[src/rtl/lynx_ps2_keymatrix.sv]
`default_nettype none
// +----------------------------------------------------------------------------+
// | lynx_ps2_keymatrix: PS/2 key events -> Lynx 48K 10x8 active-low matrix     |
// | Rev 1.0                                                                    |
// +----------------------------------------------------------------------------+
module lynx_ps2_keymatrix #(
  parameter logic [23:0] RELEASE_DELAY = 24'd200000,
  parameter int          RQ_DEPTH      = 4
) (
  input  logic        clock,
  input  logic        reset_osd,
  input  logic [10:0] ps2_key,
  input  logic [3:0]  row_sel,
  output logic [7:0]  col_n,
  output logic        key_any,
  output logic        rq_full
);
  localparam int AW = (RQ_DEPTH > 1) ? $clog2(RQ_DEPTH) : 1;
  localparam int CW = AW + 1;

  logic            shadow, armed;
  logic [23:0]     stamp;
  logic            s1_valid, s1_press;
  logic [6:0]      s1_idx;
  logic            lut_hit;
  logic [6:0]      lut_idx;
  logic [9:0][7:0] matrix;

  logic [6:0]          q_idx   [RQ_DEPTH];
  logic [23:0]         q_stamp [RQ_DEPTH];
  logic [RQ_DEPTH-1:0] q_valid;
  logic [AW-1:0]       rd_ptr, wr_ptr;
  logic [CW-1:0]       count;

  logic        ev, push, press, full, head_present, pop, clr_en;
  logic [23:0] head_age;

  // Shadow is only trusted after the first post-reset sample (armed).
  assign ev           = armed & (ps2_key[10] ^ shadow);
  assign push         = s1_valid & ~s1_press;
  assign press        = s1_valid & s1_press;
  assign full         = (count == CW'(RQ_DEPTH));
  assign head_present = (count != '0);
  assign head_age     = stamp - q_stamp[rd_ptr];
  assign pop          = (head_present & (~q_valid[rd_ptr] | (head_age >= RELEASE_DELAY)))
                      | (push & full);
  assign clr_en       = pop & q_valid[rd_ptr];

  always_comb begin
    lut_hit = 1'b1;
    lut_idx = '0;
    case ({ps2_key[8], ps2_key[7:0]})
      9'h012, 9'h059: lut_idx = 7'd0;
      9'h076: lut_idx = 7'd1;   9'h016: lut_idx = 7'd2;   9'h01E: lut_idx = 7'd3;
      9'h026: lut_idx = 7'd4;   9'h025: lut_idx = 7'd5;   9'h02E: lut_idx = 7'd6;
      9'h036: lut_idx = 7'd7;   9'h014: lut_idx = 7'd8;   9'h015: lut_idx = 7'd9;
      9'h01D: lut_idx = 7'd10;  9'h024: lut_idx = 7'd11;  9'h02D: lut_idx = 7'd12;
      9'h02C: lut_idx = 7'd13;  9'h035: lut_idx = 7'd14;  9'h03C: lut_idx = 7'd15;
      9'h058: lut_idx = 7'd16;  9'h043: lut_idx = 7'd17;  9'h044: lut_idx = 7'd18;
      9'h04D: lut_idx = 7'd19;  9'h03D: lut_idx = 7'd20;  9'h03E: lut_idx = 7'd21;
      9'h046: lut_idx = 7'd22;  9'h045: lut_idx = 7'd23;  9'h023: lut_idx = 7'd24;
      9'h01B: lut_idx = 7'd25;  9'h01C: lut_idx = 7'd26;  9'h02B: lut_idx = 7'd27;
      9'h034: lut_idx = 7'd28;  9'h033: lut_idx = 7'd29;  9'h03B: lut_idx = 7'd30;
      9'h042: lut_idx = 7'd31;  9'h04B: lut_idx = 7'd32;  9'h04C: lut_idx = 7'd33;
      9'h052: lut_idx = 7'd34;  9'h05A: lut_idx = 7'd35;  9'h01A: lut_idx = 7'd36;
      9'h022: lut_idx = 7'd37;  9'h021: lut_idx = 7'd38;  9'h02A: lut_idx = 7'd39;
      9'h032: lut_idx = 7'd40;  9'h031: lut_idx = 7'd41;  9'h03A: lut_idx = 7'd42;
      9'h041: lut_idx = 7'd43;  9'h049: lut_idx = 7'd44;  9'h04A: lut_idx = 7'd45;
      9'h04E: lut_idx = 7'd46;  9'h055: lut_idx = 7'd47;  9'h066: lut_idx = 7'd48;
      9'h054: lut_idx = 7'd49;  9'h05B: lut_idx = 7'd50;  9'h05D: lut_idx = 7'd51;
      9'h00D: lut_idx = 7'd52;  9'h00E: lut_idx = 7'd53;  9'h005: lut_idx = 7'd56;
      9'h006: lut_idx = 7'd57;  9'h00C: lut_idx = 7'd58;  9'h004: lut_idx = 7'd59;
      9'h171: lut_idx = 7'd64;  9'h16C: lut_idx = 7'd65;  9'h175: lut_idx = 7'd68;
      9'h16B: lut_idx = 7'd69;  9'h174: lut_idx = 7'd70;  9'h172: lut_idx = 7'd71;
      9'h029: lut_idx = 7'd72;
      default: lut_hit = 1'b0;
    endcase
  end

  always_ff @(posedge clock or negedge reset_osd) begin
    if (!reset_osd) begin
      shadow   <= 1'b0;
      armed    <= 1'b0;
      stamp    <= '0;
      s1_valid <= 1'b0;
      s1_press <= 1'b0;
      s1_idx   <= '0;
    end else begin
      shadow   <= ps2_key[10];
      armed    <= 1'b1;
      stamp    <= stamp + 24'd1;
      s1_valid <= ev & lut_hit;
      s1_press <= ps2_key[9];
      s1_idx   <= lut_idx;
    end
  end

  // A press in the same cycle as a drain clear of the same key wins (last NBA).
  always_ff @(posedge clock or negedge reset_osd) begin
    if (!reset_osd) begin
      matrix  <= '0;
      rd_ptr  <= '0;
      wr_ptr  <= '0;
      count   <= '0;
      q_valid <= '0;
      for (int i = 0; i < RQ_DEPTH; i++) begin
        q_idx[i]   <= '0;
        q_stamp[i] <= '0;
      end
    end else begin
      if (clr_en) matrix[q_idx[rd_ptr][6:3]][q_idx[rd_ptr][2:0]] <= 1'b0;
      if (press)  matrix[s1_idx[6:3]][s1_idx[2:0]] <= 1'b1;
      if (pop) rd_ptr <= rd_ptr + 1'b1;
      if (push) begin
        q_idx[wr_ptr]   <= s1_idx;
        q_stamp[wr_ptr] <= stamp;
        q_valid[wr_ptr] <= 1'b1;
        wr_ptr          <= wr_ptr + 1'b1;
      end
      if (press) begin
        for (int i = 0; i < RQ_DEPTH; i++) begin
          if (q_idx[i] == s1_idx) q_valid[i] <= 1'b0;
        end
      end
      case ({push, pop})
        2'b10:   count <= count + CW'(1);
        2'b01:   count <= count - CW'(1);
        default: count <= count;
      endcase
    end
  end

  always_ff @(posedge clock or negedge reset_osd) begin
    if (!reset_osd) begin
      col_n   <= 8'hFF;
      key_any <= 1'b0;
      rq_full <= 1'b0;
    end else begin
      col_n   <= (row_sel <= 4'd9) ? ~matrix[row_sel] : 8'hFF;
      key_any <= |matrix;
      rq_full <= full;
    end
  end
endmodule
`default_nettype wire

[config.mk]
export PLATFORM = sky130hd
export DESIGN_NAME = lynx_ps2_keymatrix
export DESIGN_NICKNAME = d
export VERILOG_FILES = /design/src/rtl/lynx_ps2_keymatrix.sv
export SDC_FILE = /design/constraint.sdc
export NUM_CORES = 1
export LEC_CHECK = 0
export ABC_CLOCK_PERIOD_IN_PS = 15160
export BUFFER_PORTS_ARGS = -buffer_cell sky130_fd_sc_hd__buf_2
export CORE_UTILIZATION = 55
export DETAILED_ROUTE_END_ITERATION = 6
export GPL_TIMING_DRIVEN = 1
export PLACE_DENSITY_LB_ADDON = 0.2
export SLEW_MARGIN = 15
export SYNTH_ARGS = -nofsm -noshare
export SYNTH_HDL_FRONTEND = slang
export SYNTH_SLANG_ARGS = --single-unit
[constraint.sdc]
create_clock -name clock -period 15.16 [get_ports clock]
set_input_delay 4.548 -clock clock [delete_from_list [all_inputs] [get_ports clock]]
set_output_delay 4.548 -clock clock [all_outputs]
set_load 0.01 [all_outputs]
==> results.tsv, run 1 <==
stage	metric	value	unit
route	drt-vias-per-instance	6.34	
place	portBuffers	26	
cells_and_area	syn2layout_area_growth	9.03	%
floorplanning	die_w	167	µm
place	hpwl	24.4	mm
clock_tree	htree_levels	1	
clock_tree	cts_tree	done	
critical_path	path_max_fanout	27	
clock_tree	post_cts_buffers	0	
critical_path	crit_top_cell	nor2_1	
clock_tree	post_cts_resized	0	
critical_path	path_buf_inv	1	
timing	fin_crit_sh	0.424	
clock_tree	clk_latency	0.55	ns
run_status	run_status	finished, violations left	
route	wl	36.3	mm
place	place.gp.congestion	0.925	
run	maxCapViolCount	0	
timing	hold_slack	0.481	ns
timing	hold_viol	0	
synthesis	syn_area	14900	µm²
grt	top_usage_layer	met1	
clock_tree	hold_buffers	0	
route	ant_nets	0	
power_and_ir_drop	cellPowerDensity	113	nW/µm²
timing	rsz0062_at_grt	false	
grt	use_met2	0.411	
cells_and_area	final_common_cell	dfrtp_1	
synthesis	ys_types	82	
synthesis	synth_cells	1414	
critical_path	start_kind	input pin	
synthesis	synth_edf_count	0	
floorplanning	fp.dieH	167	µm
power_and_ir_drop	max-vdd-ir-drop	0.0000842	V
synthesis	synth-seq-area-share	0.437	
critical_path	required	15.58	ns
floorplanning	coreArea	26400	µm²
floorplanning	dieArea	27800	µm²
clock_tree	root_buffer	clkbuf_16	
timing	setup_viol	0	
timing	final.setup.tns	0	ns
synthesis	yosysWarnings	0	
floorplanning	rows	59	
synthesis	syn_area_per_cell	10.5	µm²
critical_path	cp_cell_sequence	buf_2, nor2_1, nand3_1, nor2_1, a31oi_1, o32a_1, nor2_1, a221oi_1, o2111ai_1, o311a_1	
clock_tree	cts.sinks	260	
grt	grt_use_met1	0.414	
cells_and_area	drive_above_1_share	0.196	
place	dpl.cell_count	1709	
clock_tree	clkTransAtPathRegs	0.06	ns
route	drtIter0Drc	1062	
grt	grt_pass1_vias	11000	
grt	grt_max_degree	103	
timing	max_slew_margin	0.288	
grt	grt_pass1_wl	60.7	mm
route	dr_total_vias	11200	
cells_and_area	final_area	16200	µm²
critical_path	crit_path_end_kind	flip-flop	
cells_and_area	layoutNonFillerInstCount	1762	
grt	use_met3	0.0385	
critical_path	critical_path_arrival	6.86	ns
min_path	holdCritPathClass	flip-flop to flip-flop	
route	wl_per_cell	20.6	µm
cells_and_area	final_util	0.617	
place	place_area	15200	µm²
clock_tree	cts_buffers	28	
timing	clock.fmax	0.155	GHz
synthesis	synth-async-reset-ratio	1.00	
cells_and_area	final_nets	1453	
timing	skew	0.0164	ns
timing	slew_violations	0	
clock_tree	clockBufferDepth	3	
grt	antenna_found_initial	0	
grt	track_usage	0.272	
critical_path	crit_family	compound AO/OA/AOI/OAI gates	
grt	overflow	0	
route	route.detailed.drc	3	
run_status	violations	design-rule violations	
synthesis	synthesis.nets	1462	
synthesis	synth-seq-cells	260	
power_and_ir_drop	leakage	7.95	nW
cells_and_area	final_cell_mix	dfrtp_1 (251), nand2_1 (176), mux2_2 (116)	
timing	fin_crit	6.43	ns
floorplanning	initial_utilization	0.565	
cells_and_area	antenna_cells	0	
critical_path	crit_type	input pin to flip-flop	
synthesis	synth_ff_type	dfrtp_1	
route	first_pass_iters	7	
critical_path	cpMaxStageDelayCell	nand3_1	
critical_path	slowest_delay	0.45	ns
timing	worst-slew-pin-transition	1.07	ns
floorplanning	pin_count	27	
==> final cells by class <==
class                   count  area, µm²
multi-input cells         966       7650
fillers                  2113      10100
flip-flops and latches    260       6520
inverters                 112        420
clock buffers              42        833
clock inverters            10        164
well taps                 335        419
repair buffers             37        243
==> cells in the mapped netlist (27+ instances only) <==
master | number | area (µm²)
buf_1 | 29 | 109
clkbuf_1 | 39 | 146
xnor2_1 | 27 | 236
xor2_1 | 40 | 350
dfrtp_1 | 252 | 6310
inv_1 | 112 | 420
nor2_1 | 56 | 210
nor4_1 | 29 | 181
nand2_1 | 176 | 661
nand3_1 | 32 | 160
mux2_2 | 116 | 1310
a21oi_1 | 44 | 220
ha_1 | 29 | 363
o21ai_0 | 41 | 205
mux4_2 | 48 | 1080
o221ai_1 | 81 | 709
==> flip-flops by register name, indices dropped and copies added, names as in the netlist <==
signal and cells:
stamp 24, q_valid 4, q_idx 28, s1_valid 1, s1_press 1, rd_ptr 2, rq_full 1, s1_idx 7
wr_ptr 2, count 3, shadow 1, q_stamp 96, matrix 80, armed 1, col_n 8, key_any 1
==> power breakdown <==
group | internal [W] | switching, W
combinational | 0.000146 | 0.000170
sequential | 0.000729 | 0.0000582
clock | 0.000447 | 0.000279
==> logic make-up (layout without fill, tap and decap cells) <==
logic type / after synthesis / after routing / share of synthesized area
AND/OR/NAND/NOR: 418 / 418 / 0.142
other: 1 / 1 / 0.000252
XOR/XNOR: 68 / 68 / 0.0405
adder cells (fa/ha/maj): 32 / 32 / 0.0277
AO/OA/AOI/OAI: 263 / 263 / 0.130
multiplexers: 184 / 184 / 0.174
flip-flops: 260 / 260 / 0.437
buffers and inverters: 188 / 201 / 0.0493
==> metrics by stage <==
stage	worst slack, ns	total power [W]
global placement	8.25	0.00111
finish	8.73	0.00183
global route	8.52	0.00191
detailed placement	8.24	0.00112
CTS	8.79	0.00185
floorplan	8.77	0.00103
==> metal layers <==
layer | vias up | wire length, µm | part of all wire
met5 | - | 0 | 0
met4 | 0 | 722 | 0.020
met3 | 56 | 2360 | 0.065
met2 | 387 | 16400 | 0.45
met1 | 5587 | 16800 | 0.46
li1 | 5147 | - | -
==> worst paths after layout <==
| path | cells after the start | end | slack (ns) | startpoint |
|---|---|---|---|---|
| worst max-delay path | 10 | s1_valid$_DFF_PN0_ | 8.73 | ps2_key[4] |
| worst min-delay path | 2 | q_stamp[73]$_DFFE_PN0P_ | 0.48 | q_stamp[73]$_DFFE_PN0P_ |
| worst max register to register | 18 | count[2]$_DFFE_PN0P_ | 8.96 | rd_ptr[0]$_DFFE_PN0P_ |
| worst min register to register | 2 | q_stamp[73]$_DFFE_PN0P_ | 0.48 | q_stamp[73]$_DFFE_PN0P_ |
| max in group asynchronous | 2 | q_idx[19]$_DFFE_PN0P_ | 9.63 | reset_osd |
| min in group asynchronous | 1 | q_stamp[83]$_DFFE_PN0P_ | 4.00 | reset_osd |
==> worst min-delay path: stages (launching register included) <==
cell and delay, ns:
dfrtp_1 0.34, nand2_1 0.04, o21ai_0 0.06
Note: power is estimated with default switching activity, not from simulation.
==> run 2: changes to the inputs <==
--- a/config.mk
+++ b/config.mk
@@ -5,7 +5,7 @@
 export SDC_FILE = /design/constraint.sdc
 export NUM_CORES = 1
 export LEC_CHECK = 0
-export ABC_CLOCK_PERIOD_IN_PS = 15160
+export ABC_CLOCK_PERIOD_IN_PS = 6600
 export BUFFER_PORTS_ARGS = -buffer_cell sky130_fd_sc_hd__buf_2
 export CORE_UTILIZATION = 55
 export DETAILED_ROUTE_END_ITERATION = 6
==> constraint.sdc (replaced) <==
create_clock -name clock -period 6.6 [get_ports clock]
set_input_delay 1.98 -clock clock [delete_from_list [all_inputs] [get_ports clock]]
set_output_delay 1.98 -clock clock [all_outputs]
set_load 0.01 [all_outputs]
==> run 2 against run 1 <==
  * Setup slack lost 8.0 ns
  * The flow still finishes with violations (design-rule violations)
  * Sequential cell count is the same
  * Via count grew 0.91%
  * Power grew 140%
  * Routed wire length grew 2.3%
  * Critical path depth grew 8
  * Clock skew shrank 0.0085 ns
  * Critical endpoint is now count[2]$_DFFE_PN0P_
  * Cell count is essentially flat
  * Combinational power grew 140%
  * Die area is the same
  * Worst hold slack lost 0.0027 ns
  * Sequential power grew 120%
==> results.tsv, run 2 (same netlist as run 1, synthesis figures left out) <==
stage	metric	value	unit	change
timing	worst_slack	0.762	ns	-7.96 ns
critical_path	critical_path_arrival	6.26	ns	-0.60 ns
route	drt-vias-per-instance	6.40		+0.86%
route	ant_nets	0		unchanged
cells_and_area	syn2layout_area_growth	9.59	%	
cells_and_area	antenna_cells	0		unchanged
cells_and_area	drive_above_1_share	0.197		+0.00196
cells_and_area	largest_reg_flops	96		unchanged
power_and_ir_drop	cellPowerDensity	268	nW/µm²	+140%
route	wl	37.2	mm	+2.3%
route	drtIter0Drc	1142		+7.5%
floorplanning	initial_utilization	0.565		unchanged
clock_tree	post_cts_buffers	0		unchanged
floorplanning	rows	59		unchanged
critical_path	path_max_fanout	23		-15%
grt	track_usage	0.276		+0.00419
place	place.gp.congestion	0.902		-2.5%
floorplanning	coreArea	26400	µm²	unchanged
floorplanning	dieArea	27800	µm²	unchanged
cells_and_area	layoutNonFillerInstCount	1763		+0.057%
run_status	violations	design-rule violations		
timing	hold_slack	0.478	ns	-0.00271 ns
floorplanning	pin_count	27		unchanged
timing	rsz0062_at_grt	false		
route	route.detailed.drc	3		unchanged
clock_tree	htree_levels	1		unchanged
cells_and_area	final_cell_mix	dfrtp_1 (251), nand2_1 (176), mux2_2 (116)		
timing	max_slew_margin	0.269		-0.0194
timing	slew_violations	0		unchanged
clock_tree	post_cts_resized	0		unchanged
min_path	holdCritPathClass	flip-flop to flip-flop		
run	maxCapViolCount	0		unchanged
run_status	run_status	finished, violations left		
timing	hold_viol	0		unchanged
clock_tree	clkTransAtPathRegs	0.06	ns	about the same
place	hpwl	25.3	mm	+3.5%
clock_tree	cts.sinks	260		unchanged
cells_and_area	regMostFlops	q_stamp		
cells_and_area	num-fill-cells	2139		+1.2%
critical_path	required	7.03	ns	-8.55 ns
clock_tree	cts_buffers	28		unchanged
grt	grt_pass1_vias	11300		+3.0%
critical_path	crit_type	flip-flop to flip-flop		
power_and_ir_drop	max-vdd-ir-drop	0.000189	V	+120%
place	dpl.cell_count	1711		+0.12%
power_and_ir_drop	total_power	0.00437	W	+140%
floorplanning	fp.dieH	167	µm	unchanged
critical_path	crit_path_end_kind	flip-flop		
floorplanning	die_w	167	µm	unchanged
route	first_pass_iters	7		unchanged
route	wl_per_cell	21.1	µm	+2.3%
cells_and_area	final_common_cell	dfrtp_1		
route	dr_total_vias	11300		+0.91%
power_and_ir_drop	leakage	8.00	nW	+0.58%
timing	clock.fmax	0.171	GHz	
grt	grt_pass1_wl	61.8	mm	+1.8%
timing	setup_viol	0		unchanged
timing	fin_crit_sh	0.885		
clock_tree	clk_latency	0.54	ns	about the same
place	dp_slack	0.796	ns	-7.45 ns
cells_and_area	top_regs	q_stamp x96, matrix x80, q_idx x28		
clock_tree	clockBufferDepth	3		unchanged
grt	grt_max_degree	127		+23%
cells_and_area	final_nets	1454		+0.069%
clock_tree	hold_buffers	0		unchanged
timing	worst-slew-pin-transition	1.09	ns	+0.0264 ns
timing	skew	0.00789	ns	-0.00851 ns
grt	antenna_found_initial	0		unchanged
critical_path	start_kind	flip-flop		
grt	overflow	0		unchanged
timing	fin_crit	5.84	ns	
timing	final.setup.tns	0	ns	unchanged
critical_path	reg2reg_slack	0.76	ns	-8.20 ns
clock_tree	root_buffer	clkbuf_16		
clock_tree	cts_tree	done		
place	portBuffers	26		unchanged
run 2: worst max-delay path, cell delays in order, from the launching register on:
cell	delay, ns
dfrtp_1	0.72
buf_4	0.46
mux4_2	0.36
inv_1	0.07
ha_1	0.29
and3_4	0.23
and4_4	0.19
a41o_1	0.26
o41ai_2	0.34
a21oi_1	0.11
or4b_1	0.45
or4b_1	0.59
nor2_1	0.30
nor3_1	0.12
fa_1	0.42
and2_1	0.17
nor3b_1	0.15
o21bai_1	0.19
a221o_1	0.29
run 2: where the power goes:
group	internal [W]	switching [W]	total, W	leakage, nW
Clock	0.00118	0.000643	0.00182	0.538
Sequential	0.00168	0.0000958	0.00177	3.22
Combinational	0.000338	0.000437	0.000774	4.24
run 2: stage by stage:
| stage | area, µm² | utilization |
|---|---|---|
| floorplan | 14900 | - |
| global placement | 15200 | 0.578 |
| detailed placement | 15200 | 0.578 |
| CTS | 16300 | 0.620 |
| global route | 16300 | 0.620 |
| finish | 16300 | 0.620 |
run 2: layout make-up:
type                            count  area, µm²  area share
Clock buffer                       39        823      0.0504
Clock inverter                     13        269      0.0165
Inverter                          112        420      0.0257
Multi-Input combinational cell    966       7650       0.469
Sequential cell                   260       6520       0.399
Tap cell                          335        419      0.0257
Timing Repair Buffer               38        230      0.0141
run 2: routing by layer:
metal	up-vias	GRT usage	routed length, µm
li1	5156	-	-
met1	5656	0.410	17400
met2	410	0.434	16800
met3	57	0.0288	2250
met4	0	0.0761	811
met5	-	0	0
run 2: worst paths after layout:
kind / depth (start not counted) / start / to
worst max-delay path: 18 / rd_ptr[1]$_DFFE_PN0P_ / count[2]$_DFFE_PN0P_
worst min-delay path: 2 / q_stamp[1]$_DFFE_PN0P_ / q_stamp[1]$_DFFE_PN0P_
worst max register to register: 18 / rd_ptr[1]$_DFFE_PN0P_ / count[2]$_DFFE_PN0P_
worst min register to register: 2 / q_stamp[1]$_DFFE_PN0P_ / q_stamp[1]$_DFFE_PN0P_
max in group asynchronous: 2 / reset_osd / q_stamp[22]$_DFFE_PN0P_
min in group asynchronous: 1 / reset_osd / q_stamp[81]$_DFFE_PN0P_
==> run 3: changes to the inputs <==
--- a/config.mk
+++ b/config.mk
@@ -7,7 +7,9 @@
 export LEC_CHECK = 0
 export ABC_CLOCK_PERIOD_IN_PS = 6600
 export BUFFER_PORTS_ARGS = -buffer_cell sky130_fd_sc_hd__buf_2
-export CORE_UTILIZATION = 55
+export CELL_PAD_IN_SITES_DETAIL_PLACEMENT = 1
+export CELL_PAD_IN_SITES_GLOBAL_PLACEMENT = 2
+export CORE_UTILIZATION = 43
 export DETAILED_ROUTE_END_ITERATION = 6
 export GPL_TIMING_DRIVEN = 1
 export PLACE_DENSITY_LB_ADDON = 0.2
==> run 3 against run 2 <==
  * The run now ends clean
  * Clock skew grew 0.019 ns
  * Cell area grew 0.29%
  * Register-to-register slack lost 0.06 ns
  * Core utilization shrank 13 points
  * Critical endpoint unchanged
  * Largest cell class unchanged
==> results.tsv, run 3 (same netlist as run 1, synthesis figures left out) <==
stage	metric	value	unit	change
route	wl_per_cell	22.7	µm	+7.8%
clock_tree	hold_buffers	0		unchanged
place	hpwl	28.9	mm	+14%
place	dpl.cell_count	1820		+6.4%
clock_tree	htree_levels	1		unchanged
power_and_ir_drop	max-vdd-ir-drop	0.000200	V	+5.8%
cells_and_area	regMostFlops	q_stamp		
power_and_ir_drop	cellPowerDensity	260	nW/µm²	-2.9%
timing	fin_crit_sh	0.893		+0.00864
cells_and_area	layoutNonFillerInstCount	1876		+6.4%
timing	clock.fmax	0.170	GHz	-0.97%
timing	skew	0.0271	ns	+0.0192 ns
grt	overflow	0		unchanged
timing	setup_viol	0		unchanged
clock_tree	cts_buffers	30		+7.1%
critical_path	crit_type	flip-flop to flip-flop		
floorplanning	dieArea	35400	µm²	+28%
place	place_area	15400	µm²	+0.99%
critical_path	worstSetupEndpoint	count[2]$_DFFE_PN0P_		
critical_path	r2r_start	rd_ptr[0]$_DFFE_PN0P_		
cells_and_area	final_area	16400	µm²	+0.29%
critical_path	reg2reg_slack	0.70	ns	-0.06 ns
clock_tree	post_cts_resized	0		unchanged
place	place.gp.congestion	0.848		-5.9%
timing	final.setup.tns	0	ns	unchanged
grt	grt_max_degree	107		-16%
timing	fin_crit	5.90	ns	+0.0570 ns
clock_tree	cts_tree	done		
cells_and_area	final_common_cell	dfrtp_1		
floorplanning	coreArea	33800	µm²	+28%
timing	max_slew_margin	0.192		-0.0764
clock_tree	clockBufferDepth	3		unchanged
cells_and_area	final_nets	1452		-0.14%
clock_tree	cts.sinks	260		unchanged
clock_tree	clk_latency	0.57	ns	+0.03 ns
timing	hold_viol	0		unchanged
clock_tree	clkTransAtPathRegs	0.06	ns	about the same
min_path	holdCritPathClass	flip-flop to flip-flop		
floorplanning	initial_utilization	0.441		-0.124
run_status	run_status	completed		
cells_and_area	antenna_cells	0		unchanged
grt	grt_pass1_vias	11900		+4.8%
timing	slew_violations	0		unchanged
critical_path	path_max_fanout	14		-39%
critical_path	startpoint	rd_ptr[0]$_DFFE_PN0P_		
route	wl	42.6	mm	+15%
route	ant_nets	0		unchanged
critical_path	crit_path_end_kind	flip-flop		
route	first_pass_iters	5		-2
cells_and_area	final_cell_mix	dfrtp_1 (250), nand2_1 (172), mux2_2 (116)		
floorplanning	fp.dieH	188	µm	+13%
timing	rsz0062_at_grt	false		
cells_and_area	num-fill-cells	3682		+72%
clock_tree	root_buffer	clkbuf_16		
route	route.detailed.drc	0		-3
cells_and_area	drive_above_1_share	0.197		unchanged
grt	grt_pass1_wl	69.4	mm	+12%
floorplanning	rows	67		+14%
place	portBuffers	26		unchanged
grt	track_usage	0.248		-0.0288
critical_path	start_kind	flip-flop		
route	drtIter0Drc	724		-37%
floorplanning	pin_count	27		unchanged
grt	antenna_found_initial	0		unchanged
run	maxCapViolCount	0		unchanged
route	dr_total_vias	11300		+0.098%
critical_path	required	7.05	ns	+0.02 ns
cells_and_area	largest_reg_flops	96		unchanged
critical_path	critical_path_arrival	6.34	ns	+0.08 ns
cells_and_area	syn2layout_area_growth	9.91	%	
critical_path	r2r-end	count[2]$_DFFE_PN0P_		
clock_tree	post_cts_buffers	0		unchanged
floorplanning	die_w	188	µm	+13%
power_and_ir_drop	leakage	7.93	nW	-0.80%
cells_and_area	top_regs	q_stamp x96, matrix x80, q_idx x28		
route	drt-vias-per-instance	6.02		-5.9%
critical_path	reg2regPathDepth	18		unchanged
timing	worst-slew-pin-transition	1.21	ns	+0.112 ns
power_and_ir_drop	total_power	0.00426	W	-2.6%
-- run 3: cell types whose count changed in the layout (fill, tap and decap cells not counted), moves of 2 or more --
cell,delta
nand2_2,+4
buf_4,-6
clkbuf_8,-2
clkinvlp_4,+2
clkbuf_16,+2
buf_12,+2
nand2_1,-4
bufinv_16,-6
clkbuf_1,+6
-- run 3: cell type report --
type / instances / area, µm² / share of cell area
timing repair buffer: 34 / 225 / 0.0138
sequential: 260 / 6520 / 0.398
tap: 448 / 561 / 0.0342
clock inverter: 11 / 121 / 0.00741
inverter: 112 / 420 / 0.0257
clock buffer: 45 / 868 / 0.0530
multi-input combinational: 966 / 7660 / 0.468
-- run 3: through the flow --
step / hold slack [ns] / utilization / worst slack (ns)
floorplan: 0.445 / - / 0.532
global placement: 0.460 / 0.456 / 0.856
detailed placement: 0.470 / 0.456 / 0.723
CTS: 0.485 / 0.485 / 0.734
global route: 0.510 / 0.485 / 0.346
finish: 0.481 / 0.485 / 0.705
-- run 3: critical path, stage by stage, from the launching register on --
cell       delay [ns]
dfrtp_2          0.67
buf_12           0.25
mux4_2           0.50
inv_1            0.07
ha_1             0.23
nor2b_1          0.15
o31ai_2          0.46
a2111oi_2        0.18
o41ai_2          0.38
a21oi_1          0.11
or4b_1           0.47
or4b_1           0.65
nor2_1           0.30
nor3_1           0.12
fa_1             0.44
and2_1           0.17
nor3b_1          0.15
o21bai_1         0.19
a221o_1          0.29
-- run 3: routing by layer --
layer,part of all wire,global-route usage
met1,0.50,0.375
met2,0.45,0.379
met3,0.040,0.0307
met4,0.017,0.0507
met5,0,0
-- run 3: how the worst min path moves through the flow --
stage                            startpoint                       to  slack (ns)  depth (start not counted)
floorplan           q_stamp[24]$_DFFE_PN0P_  q_stamp[24]$_DFFE_PN0P_        0.44                          2
global placement    q_stamp[25]$_DFFE_PN0P_  q_stamp[25]$_DFFE_PN0P_        0.46                          2
detailed placement  q_stamp[48]$_DFFE_PN0P_  q_stamp[48]$_DFFE_PN0P_        0.47                          2
CTS                 q_stamp[48]$_DFFE_PN0P_  q_stamp[48]$_DFFE_PN0P_        0.48                          2
global route        q_stamp[49]$_DFFE_PN0P_  q_stamp[49]$_DFFE_PN0P_        0.51                          2
finish               q_stamp[1]$_DFFE_PN0P_   q_stamp[1]$_DFFE_PN0P_        0.48                          2
-- run 3: power breakdown --
group | internal [W] | switching, W | leakage (nW)
logic | 0.000350 | 0.000445 | 4.24
registers | 0.00168 | 0.000113 | 3.22
clock network | 0.000987 | 0.000684 | 0.480
